`config.mk`:
```
export PLATFORM = sky130hd
export DESIGN_NAME = minigpu_dispatcher_flat
export DESIGN_NICKNAME = d
export VERILOG_FILES = /design/src/rtl/minigpu_dispatcher_if.sv /design/src/rtl/minigpu_dispatcher.sv /design/src/flat_wrapper.sv
export SDC_FILE = /design/constraint.sdc
export NUM_CORES = 1
export LEC_CHECK = 0
export ABC_AREA = 1
export CORE_ASPECT_RATIO = 1.2
export CORE_UTILIZATION = 40
export CTS_BUF_LIST = sky130_fd_sc_hd__clkbuf_8 sky130_fd_sc_hd__clkbuf_16
export DETAILED_ROUTE_END_ITERATION = 7
export DONT_BUFFER_PORTS = 1
export PLACE_DENSITY = 0.52
export SETUP_SLACK_MARGIN = 0.02
export SLEW_MARGIN = 30
export SYNTH_ARGS = -nofsm -noshare
export SYNTH_HDL_FRONTEND = slang
export SYNTH_SLANG_ARGS = --single-unit
```
`constraint.sdc`:
```
create_clock -name clk -period 1.7 [get_ports clk]
set_clock_uncertainty 0.05 [all_clocks]
set_input_delay 0.34 -clock clk [delete_from_list [all_inputs] [get_ports clk]]
set_output_delay 0.34 -clock clk [all_outputs]
set_load 0.02 [all_outputs]
```
`src/rtl/minigpu_dispatcher_if.sv`:
```
// Launch/completion handshake plus the per-core start/done bundle between the
// kernel dispatcher and the miniGPU cores.
interface minigpu_dispatcher_if #(
    parameter int unsigned NUM_CORES = 2
);
    localparam int unsigned ID_W  = 8;
    localparam int unsigned CNT_W = 3;

    logic                        launch;
    logic [7:0]                  total_threads;
    logic                        busy;
    logic                        kernel_done;
    logic [NUM_CORES-1:0]        core_start;
    logic [NUM_CORES*ID_W-1:0]   core_block_id;
    logic [NUM_CORES*CNT_W-1:0]  core_thread_count;
    logic [NUM_CORES-1:0]        core_done;

    // Host and cores side
    modport master (
        output launch, total_threads, core_done,
        input  busy, kernel_done, core_start, core_block_id, core_thread_count
    );

    // Dispatcher side
    modport slave (
        input  launch, total_threads, core_done,
        output busy, kernel_done, core_start, core_block_id, core_thread_count
    );
endinterface

```
`src/rtl/minigpu_dispatcher.sv`:
```
// Splits a kernel launch into blocks of up to THREADS_PER_BLOCK threads and
// issues them one per cycle to the lowest-index free core.
module minigpu_dispatcher #(
    parameter int unsigned NUM_CORES         = 2,
    parameter int unsigned THREADS_PER_BLOCK = 4
) (
    input logic                  clk,
    input logic                  reset,
    minigpu_dispatcher_if.slave  bus
);
    localparam int unsigned ID_W  = 8;
    localparam int unsigned CNT_W = 3;
    localparam int unsigned REM_W = 8;
    localparam logic [REM_W-1:0] TPB        = REM_W'(THREADS_PER_BLOCK);
    localparam logic [1:0]       GUARD_LOAD = 2'd2;

    typedef enum logic [1:0] {ST_IDLE, ST_DISPATCH, ST_DRAIN, ST_FINISH} state_e;
    typedef enum logic [1:0] {TR_FREE, TR_GUARD, TR_RUN} trk_e;

    state_e                     state_q, state_d;
    logic [REM_W-1:0]           remaining_q, remaining_d;
    logic [ID_W-1:0]            next_block_q, next_block_d;
    trk_e                       trk_q [NUM_CORES];
    trk_e                       trk_d [NUM_CORES];
    logic [1:0]                 guard_q [NUM_CORES];
    logic [1:0]                 guard_d [NUM_CORES];
    logic                       busy_q, busy_d;
    logic                       kernel_done_q, kernel_done_d;
    logic [NUM_CORES-1:0]       start_q, start_d;
    logic [NUM_CORES*ID_W-1:0]  block_id_q, block_id_d;
    logic [NUM_CORES*CNT_W-1:0] tcount_q, tcount_d;

    logic                       issue_ok;
    int unsigned                sel;
    logic                       all_free;
    logic [REM_W-1:0]           issue_cnt;

    // Next-state logic for the top FSM, the trackers and all registered outputs
    always_comb begin
        state_d       = state_q;
        remaining_d   = remaining_q;
        next_block_d  = next_block_q;
        trk_d         = trk_q;
        guard_d       = guard_q;
        start_d       = '0;
        block_id_d    = block_id_q;
        tcount_d      = tcount_q;
        issue_ok      = 1'b0;
        sel           = 0;
        all_free      = 1'b1;
        issue_cnt     = (remaining_q < TPB) ? remaining_q : TPB;

        // Decisions use registered tracker state, so a core freed this edge is not yet eligible
        for (int unsigned i = 0; i < NUM_CORES; i++) begin
            if (trk_q[i] != TR_FREE) begin
                all_free = 1'b0;
            end else if (!issue_ok) begin
                issue_ok = 1'b1;
                sel      = i;
            end
            case (trk_q[i])
                TR_GUARD: begin
                    guard_d[i] = guard_q[i] - 2'd1;
                    if (guard_q[i] == 2'd1) trk_d[i] = TR_RUN;
                end
                TR_RUN:  if (bus.core_done[i]) trk_d[i] = TR_FREE;
                default: ;
            endcase
        end

        case (state_q)
            ST_IDLE: begin
                if (bus.launch) begin
                    remaining_d  = bus.total_threads;
                    next_block_d = '0;
                    state_d      = (bus.total_threads == '0) ? ST_FINISH : ST_DISPATCH;
                end
            end
            ST_DISPATCH: begin
                if (issue_ok) begin
                    for (int unsigned i = 0; i < NUM_CORES; i++) begin
                        if (i == sel) begin
                            start_d[i]                    = 1'b1;
                            block_id_d[i*ID_W +: ID_W]    = next_block_q;
                            tcount_d[i*CNT_W +: CNT_W]    = CNT_W'(issue_cnt);
                            trk_d[i]                      = TR_GUARD;
                            guard_d[i]                    = GUARD_LOAD;
                        end
                    end
                    next_block_d = next_block_q + ID_W'(1);
                    remaining_d  = remaining_q - issue_cnt;
                    if (remaining_q == issue_cnt) state_d = ST_DRAIN;
                end
            end
            ST_DRAIN:  if (all_free) state_d = ST_FINISH;
            ST_FINISH: state_d = ST_IDLE;
            default:   state_d = ST_IDLE;
        endcase

        busy_d        = (state_d == ST_DISPATCH) || (state_d == ST_DRAIN);
        kernel_done_d = (state_d == ST_FINISH);
    end

    always_ff @(posedge clk or negedge reset) begin
        if (!reset) begin
            state_q       <= ST_IDLE;
            remaining_q   <= '0;
            next_block_q  <= '0;
            busy_q        <= 1'b0;
            kernel_done_q <= 1'b0;
            start_q       <= '0;
            block_id_q    <= '0;
            tcount_q      <= '0;
            for (int unsigned i = 0; i < NUM_CORES; i++) begin
                trk_q[i]   <= TR_FREE;
                guard_q[i] <= '0;
            end
        end else begin
            state_q       <= state_d;
            remaining_q   <= remaining_d;
            next_block_q  <= next_block_d;
            busy_q        <= busy_d;
            kernel_done_q <= kernel_done_d;
            start_q       <= start_d;
            block_id_q    <= block_id_d;
            tcount_q      <= tcount_d;
            trk_q         <= trk_d;
            guard_q       <= guard_d;
        end
    end

    assign bus.busy              = busy_q;
    assign bus.kernel_done       = kernel_done_q;
    assign bus.core_start        = start_q;
    assign bus.core_block_id     = block_id_q;
    assign bus.core_thread_count = tcount_q;

endmodule

```
`src/flat_wrapper.sv`:
```
// flat-port wrapper written by rule: the top's interface ports become plain ports
module minigpu_dispatcher_flat 
#(
    parameter int unsigned NUM_CORES         = 2,
    parameter int unsigned THREADS_PER_BLOCK = 4
)
  (clk, reset, bus_launch, bus_total_threads, bus_core_done, bus_busy, bus_kernel_done, bus_core_start, bus_core_block_id, bus_core_thread_count);
  minigpu_dispatcher_if #(.NUM_CORES(NUM_CORES)) bus_i ();
  input logic clk;
  input logic reset;
  input wire logic [$bits(bus_i.launch)-1:0] bus_launch;
  input wire logic [$bits(bus_i.total_threads)-1:0] bus_total_threads;
  input wire logic [$bits(bus_i.core_done)-1:0] bus_core_done;
  output wire logic [$bits(bus_i.busy)-1:0] bus_busy;
  output wire logic [$bits(bus_i.kernel_done)-1:0] bus_kernel_done;
  output wire logic [$bits(bus_i.core_start)-1:0] bus_core_start;
  output wire logic [$bits(bus_i.core_block_id)-1:0] bus_core_block_id;
  output wire logic [$bits(bus_i.core_thread_count)-1:0] bus_core_thread_count;
  assign bus_i.launch = bus_launch;
  assign bus_i.total_threads = bus_total_threads;
  assign bus_i.core_done = bus_core_done;
  assign bus_busy = bus_i.busy;
  assign bus_kernel_done = bus_i.kernel_done;
  assign bus_core_start = bus_i.core_start;
  assign bus_core_block_id = bus_i.core_block_id;
  assign bus_core_thread_count = bus_i.core_thread_count;
  minigpu_dispatcher #(.NUM_CORES(NUM_CORES), .THREADS_PER_BLOCK(THREADS_PER_BLOCK)) u_core (.clk(clk), .reset(reset), .bus(bus_i));
endmodule
```
==> impl_metrics.csv, run 1 <==
group,metric,value,unit
global_route,grt_max_degree,53,
finish,drive_gt1_share,25.0,%
cts,clock_latency,310,ps
yosys,synthSimpleGateAreaFrac,21.2,%
yosys,ys_types,34,
yosys,syn_area_per_cell,8.92,um^2
route,viasPerCell,4.88,
cts,htreeDepth,2,
yosys,synth_area_leaders,"dfrtp_1 (52%), nand2_1 (8.7%), ha_1 (5.5%)",
floorplan,rows,31,
route,drc,0,
outcome,run_status,"finished clean",
floorplan,boundaryPins,39,
global_route,antenna_found_initial,0,
cts,clock-sinks,52,
placed_design,place_hpwl,3880,um
placed_design,post_dp_cell_area,0.00275,mm^2
sta,max_freq,0.592,GHz
floorplan,die_h,88.7,um
yosys,yosys.area.top_type_share,51.9,%
yosys,synthFlopType,"dfrtp_1",
yosys,netlist_area,0.00251,mm^2
worst_setup_path,cp_max_fo,4,
worst_setup_path,required,1910,ps
route,routedWlPerCell,13.9,um
sta,timing.final.crit_share,99.4,%
yosys,ys_top_cells_by_count,"nand2_1 (58), dfrtp_1 (52), inv_1 (36), o21ai_0 (23)",
power_and_ir_drop,power_per_cell_area,1630,mW/mm^2
global_route,grtUsageTotal,17.9,%
floorplan,die-area,0.00659,mm^2
yosys,synth_edf_count,0,
route,first_iter_violations,99,
job,cap_violations,0,
floorplan,start_util,41.4,%
yosys,yosysTopAreaCell,"dfrtp_1",
global_route,grt_pass1_wl,8840,um
yosys,synth_top_family_by_area,"simple AND/OR/NAND/NOR gates",
route,firstDrtPassIters,4,
yosys,synth_compound_area_share,13.5,%
floorplan,die_w,74.3,um
power_and_ir_drop,power.leakage,1.50,nW
cts,clockRootBuffer,"clkbuf_8",
cts,clk_pin_slew_worst_paths,100,ps
cts,clock_path_buffers,2,
worst_setup_path,worstSetupPathType,"reg -> reg",
yosys,synth_xor_area_share,0.699,%
yosys,synth_fp_nets,305,
sta,setup_viol,0,
finish,fin_area,0.00307,mm^2
finish,area_growth,22.4,%
yosys,synthMostInstantiatedCell,"nand2_1",
route,wl,5550,um
power_and_ir_drop,ir_worst_vdd,0.776,mV
global_route,grt_pass1_vias,1893,
placed_design,numPortBuffers,0,
sta,finalHoldViolations,0,
sta,rsz0062_at_grt,"true",
yosys,yosys_register_bits,52,
sta,final-max-slew-violation-count,0,
yosys,yosys.area_share.adder,5.49,%
cts,cts_inserted_buffers,5,
worst_setup_path,crit_arrival,1900,ps
route,vias,1941,
floorplan,core_area,0.00605,mm^2
yosys,synthArstFlopShare,100,%
cts,cts_tree,"yes",
worst_setup_path,critPathCaptureType,"flip-flop",
sta,period_needed,1690,ps
sta,finalSetupTns,0,ps
worst_hold_path,worstHoldPathType,"in -> reg",
yosys,ys_seq_area_share,51.9,%
worst_setup_path,start_kind,"flip-flop",
yosys,syn-instance-count,281,
route,ant_nets,0,
finish,diodes,0,
finish,nets,339,
yosys,synth_mux_area_share,0,%
placed_design,place_congestion,0.810,
yosys,yosys_warnings,0,
global_route,grt_overflow,0,
==> metal layers <==
metal | vias up | routed length, um | share of wire (%) | GRT usage [%]
met5 | - | 0 | 0 | 0
met4 | 0 | 103 | 1.9 | 6.86
met3 | 9 | 155 | 2.8 | 3.64
met2 | 35 | 2740 | 49 | 28.8
met1 | 924 | 2550 | 46 | 23.7
li1 | 973 | - | - | -
==> power by group <==
part           internal (W)  total (W)  switching [W]  leakage [nW]
clock              0.000440   0.000878       0.000438        0.0599
sequential          0.00155    0.00189       0.000334         0.661
combinational      0.000944    0.00223        0.00129         0.780
==> through the flow <==
step	cells	total power [W]	hold WS (ps)	setup slack (ps)	util, %
after CTS	388	0.00477	104	-2.61	48.1
after floorplan	281	0.00318	-5.59	37.5	-
after global routing	398	0.00540	102	-90.9	50.7
after detailed placement	378	0.00382	-4.22	-36.7	45.5
after global placement	378	0.00379	-4.37	14.1	45.5
final	398	0.00500	108	11.0	50.7
==> critical path: stages (launching register included) <==
cell	delay, ps
dfrtp_1	410
nor2_2	160
nand3_2	140
nand2_4	120
and3_4	190
nand3_2	50
o21ai_1	130
nand2_1	110
ha_4	270
==> repair_timing <==
action                     4_1_cts  5_1_grt
resized for setup                4       26
hold endpoints to repair        52        0
gates cloned                     0        0
setup endpoints to repair        3       13
hold buffers                     2        0
pin swaps                        0       14
buffers inserted                 0       10
==> path summary, 6_finish.rpt <==
| kind | start | end | slack (ps) | cells after the start |
|---|---|---|---|---|
| worst max register to register | u_core.remaining_q[2] | u_core.bus.busy | 10 | 8 |
| worst min register to register | u_core.next_block_q[0] | u_core.next_block_q[0] | 470 | 1 |
| max in group asynchronous | reset | u_core.next_block_q[4] | 870 | 2 |
| worst max-delay path | u_core.remaining_q[2] | u_core.bus.busy | 10 | 8 |
| worst min-delay path | bus_total_threads[7] | u_core.remaining_q[7] | 110 | 1 |
| min in group asynchronous | reset | u_core.remaining_q[1] | 480 | 2 |
==> cells by family after synthesis <==
kind of cell | Yosys count
simple gates | 109
other cells | 1
xor+xnor | 2
flops | 52
buf+inv | 45
compound gates | 61
fa+ha+maj | 11
==> state kept, by name (all words and copies together) (netlist names) <==
name,cells
u_core.remaining_q,8
u_core.state_q,2
u_core.trk_q,4
u_core.guard_q,4
u_core.bus.core_start,2
u_core.bus.core_thread_count,6
u_core.next_block_q,8
u_core.bus.busy,1
u_core.bus.core_block_id,16
u_core.bus.kernel_done,1
==> layout by cell type, fill, tap and decap left out, drive strengths merged <==
cell type / count
a22oi: 1
nand3b: 1
clkbuf: 5
nor4: 2
dlygate4sd3: 1
o21a: 1
a22o: 1
a31oi: 1
nand4: 1
ha: 11
xnor2: 2
nor3: 6
a21oi: 14
a221oi: 1
nor2: 21
o21ai: 34
buf: 33
bufinv: 1
nand2: 65
nand3: 12
o22ai: 1
inv: 40
o211ai: 5
a21boi: 2
dfrtp: 52
conb: 1
and3: 1
==> layout make-up <==
type / instances / area, um^2
flip-flops and latches: 52 / 1300
multi-input cells: 184 / 1120
clock inverters: 3 / 42.5
well taps: 82 / 103
repair buffers: 34 / 290
inverters: 38 / 145
clock buffers: 5 / 68.8
fillers: 593 / 2980
(Power assumes the default switching activity.)
==> inputs of run 2 (changes only) <==
--- a/config.mk
+++ b/config.mk
@@ -13,7 +13,6 @@
 export DONT_BUFFER_PORTS = 1
 export PLACE_DENSITY = 0.52
 export SETUP_SLACK_MARGIN = 0.02
-export SLEW_MARGIN = 30
 export SYNTH_ARGS = -nofsm -noshare
 export SYNTH_HDL_FRONTEND = slang
 export SYNTH_SLANG_ARGS = --single-unit
==> results of run 2 <==
Final layout, timing and power as in run 1 (identical DEF).
==> inputs of run 3 (changes only) <==
--- a/config.mk
+++ b/config.mk
@@ -11,6 +11,7 @@
 export CTS_BUF_LIST = sky130_fd_sc_hd__clkbuf_8 sky130_fd_sc_hd__clkbuf_16
 export DETAILED_ROUTE_END_ITERATION = 7
 export DONT_BUFFER_PORTS = 1
+export GPL_TIMING_DRIVEN = 0
 export PLACE_DENSITY = 0.52
 export SETUP_SLACK_MARGIN = 0.02
 export SYNTH_ARGS = -nofsm -noshare
==> run 3 against run 2 <==
Against the previous run: non-clock buffer count down 9; hold slack better by 17 ps; cell area down 3.2%; critical path depth up 1; wire length about the same; via count down 0.36%; flip-flop and latch count unchanged; sequential share of layout area up 1.5 points; critical endpoint unchanged; largest power group unchanged; highest routed layer unchanged.
==> impl_metrics.csv, run 3 (synthesis results as in run 1) <==
group,metric,value,unit
worst_setup_path,critPathMaxStageDelay,430,ps
worst_setup_path,r2r_slack,30,ps
worst_hold_path,worstHoldPathType,"in -> reg",
cts,cts_tree,"yes",
worst_setup_path,path_delay_family,"simple AND/OR/NAND/NOR gates",
route,first_iter_violations,110,
worst_setup_path,critPathCaptureType,"flip-flop",
worst_setup_path,reg2reg_from,"u_core.remaining_q[4]",
finish,regArea,0.00130,mm^2
worst_setup_path,start_kind,"flip-flop",
global_route,grtUsageTotal,18.0,%
sta,period_needed,1670,ps
route,viasPerCell,4.97,
worst_setup_path,required,1850,ps
placed_design,dp_cells,363,
route,drc,0,
cts,clock-sinks,52,
route,routedWlPerCell,14.3,um
worst_setup_path,cp_max_fo,4,
finish,diodes,0,
route,vias,1934,
floorplan,die_h,88.7,um
finish,fillers,616,
sta,max_freq,0.598,GHz
worst_setup_path,path_common_cell,"nor2_4",
cts,htreeDepth,2,
global_route,antenna_found_initial,0,
job,cap_violations,0,
power_and_ir_drop,power.leakage,1.44,nW
finish,fin_util,49.1,%
placed_design,numPortBuffers,0,
worst_setup_path,reg2regPathDepth,9,
placed_design,place_hpwl,3850,um
worst_setup_path,worstPathCellList,"nor2_4 > nand3_4 > nand2_2 > inv_2 > nor2_4 > nand3_1 > o21ai_1 > nand2_1 > ha_1",
floorplan,boundaryPins,39,
finish,final_cell_mix,"nand2_1 (54), dfrtp_1 (51), inv_1 (29)",
cts,clockRootBuffer,"clkbuf_8",
floorplan,core_area,0.00605,mm^2
global_route,grt_overflow,0,
floorplan,die-area,0.00659,mm^2
cts,clock_path_buffers,2,
worst_hold_path,hold_end,"u_core.remaining_q[7]",
finish,layoutNonFillerInstCount,389,
route,wl,5550,um
cts,cts_inserted_buffers,5,
sta,rsz0062_at_grt,"true",
route,ant_nets,0,
finish,drive_gt1_share,22.1,%
sta,finalHoldViolations,0,
power_and_ir_drop,power_per_cell_area,1590,mW/mm^2
sta,setup_viol,0,
finish,multi_input_area,0.00113,mm^2
sta,final-max-slew-violation-count,0,
sta,finalSetupTns,0,ps
cts,clock_latency,310,ps
global_route,grt_pass1_vias,1840,
finish,nets,330,
power_and_ir_drop,p_total,0.00473,W
worst_setup_path,crit_slowest_cell,"dfrtp_1",
worst_hold_path,worstHoldPathCells,1,
finish,largest_reg_flops,16,
placed_design,place_congestion,0.784,
worst_setup_path,crit_arrival,1820,ps
power_and_ir_drop,ir_worst_vdd,0.724,mV
route,firstDrtPassIters,4,
floorplan,start_util,41.4,%
worst_setup_path,cp.buffers_inverters,1,
cts,clk_pin_slew_worst_paths,90,ps
worst_setup_path,worstSetupPathType,"reg -> reg",
outcome,run_status,"finished clean",
worst_setup_path,r2r-end,"u_core.bus.busy",
global_route,grt_pass1_wl,8900,um
floorplan,die_w,74.3,um
worst_setup_path,cp.depth,9,
finish,final_common_cell,"nand2_1",
sta,timing.final.crit_share,98.4,%
global_route,grt_max_degree,53,
floorplan,rows,31,
worst_hold_path,hp-start,"bus_total_threads[7]",
finish,area_growth,18.5,%
run 3: cell types whose count changed in the layout (fill, tap and decap cells not counted), sizes merged:
cell	delta
buf	-15
clkinv	+1
clkbuf	+6
clkinvlp	+1
bufinv	-1
inv	-1
run 3: routing by layer:
metal	track usage (%)	vias to the layer above	wire, um
met1	24.0	940	2650
met4	5.15	0	64
met3	3.53	6	153
met5	0	-	0
met2	29.5	29	2680
li1	-	959	-
run 3: area by class of cell:
cell class	count	area share, %
Clock inverter	3	0.674
Sequential cell	52	43.9
Clock buffer	5	2.32
Buffer	7	1.43
Tap cell	82	3.46
Timing Repair Buffer	18	5.31
Inverter	38	4.80
Multi-Input combinational cell	184	38.1
run 3: what timing repair did:
| action | CTS | global route |
|---|---|---|
| endpoints found under the setup margin | 26 | 24 |
| endpoints found under the hold margin | 52 | 0 |
| resized for setup | 15 | 24 |
| pin swaps | 4 | 7 |
| hold buffers | 2 | 0 |
| buffers inserted | 11 | 5 |
run 3: where the power goes:
| part | internal [W] | total (W) | switching, W |
|---|---|---|---|
| registers | 0.00155 | 0.00192 | 0.000368 |
| clock network | 0.000288 | 0.000713 | 0.000425 |
| logic | 0.000843 | 0.00209 | 0.00125 |
| total | 0.00269 | 0.00473 | 0.00204 |
run 3: how the worst max path moves through the flow:
stage	from	to	slack [ps]
finish	u_core.remaining_q[4]	u_core.bus.busy	30
global placement	u_core.remaining_q[3]	u_core.bus.busy	-200
floorplan	u_core.remaining_q[3]	u_core.bus.busy	40
global route	u_core.remaining_q[4]	u_core.remaining_q[4]	-70
detailed placement	u_core.remaining_q[6]	u_core.bus.busy	-210
CTS	u_core.remaining_q[3]	u_core.bus.busy	-40
run 3: metrics by stage:
step	hold WS, ps	setup WS [ps]	instance area (um^2)
6_report	126	27.5	2970
5_1_grt	127	-74.1	2970
4_1_cts	114	-37.1	2840
3_5_place_dp	-3.91	-206	2610
3_3_place_gp	-3.82	-201	2610
2_1_floorplan	-5.59	37.5	2510
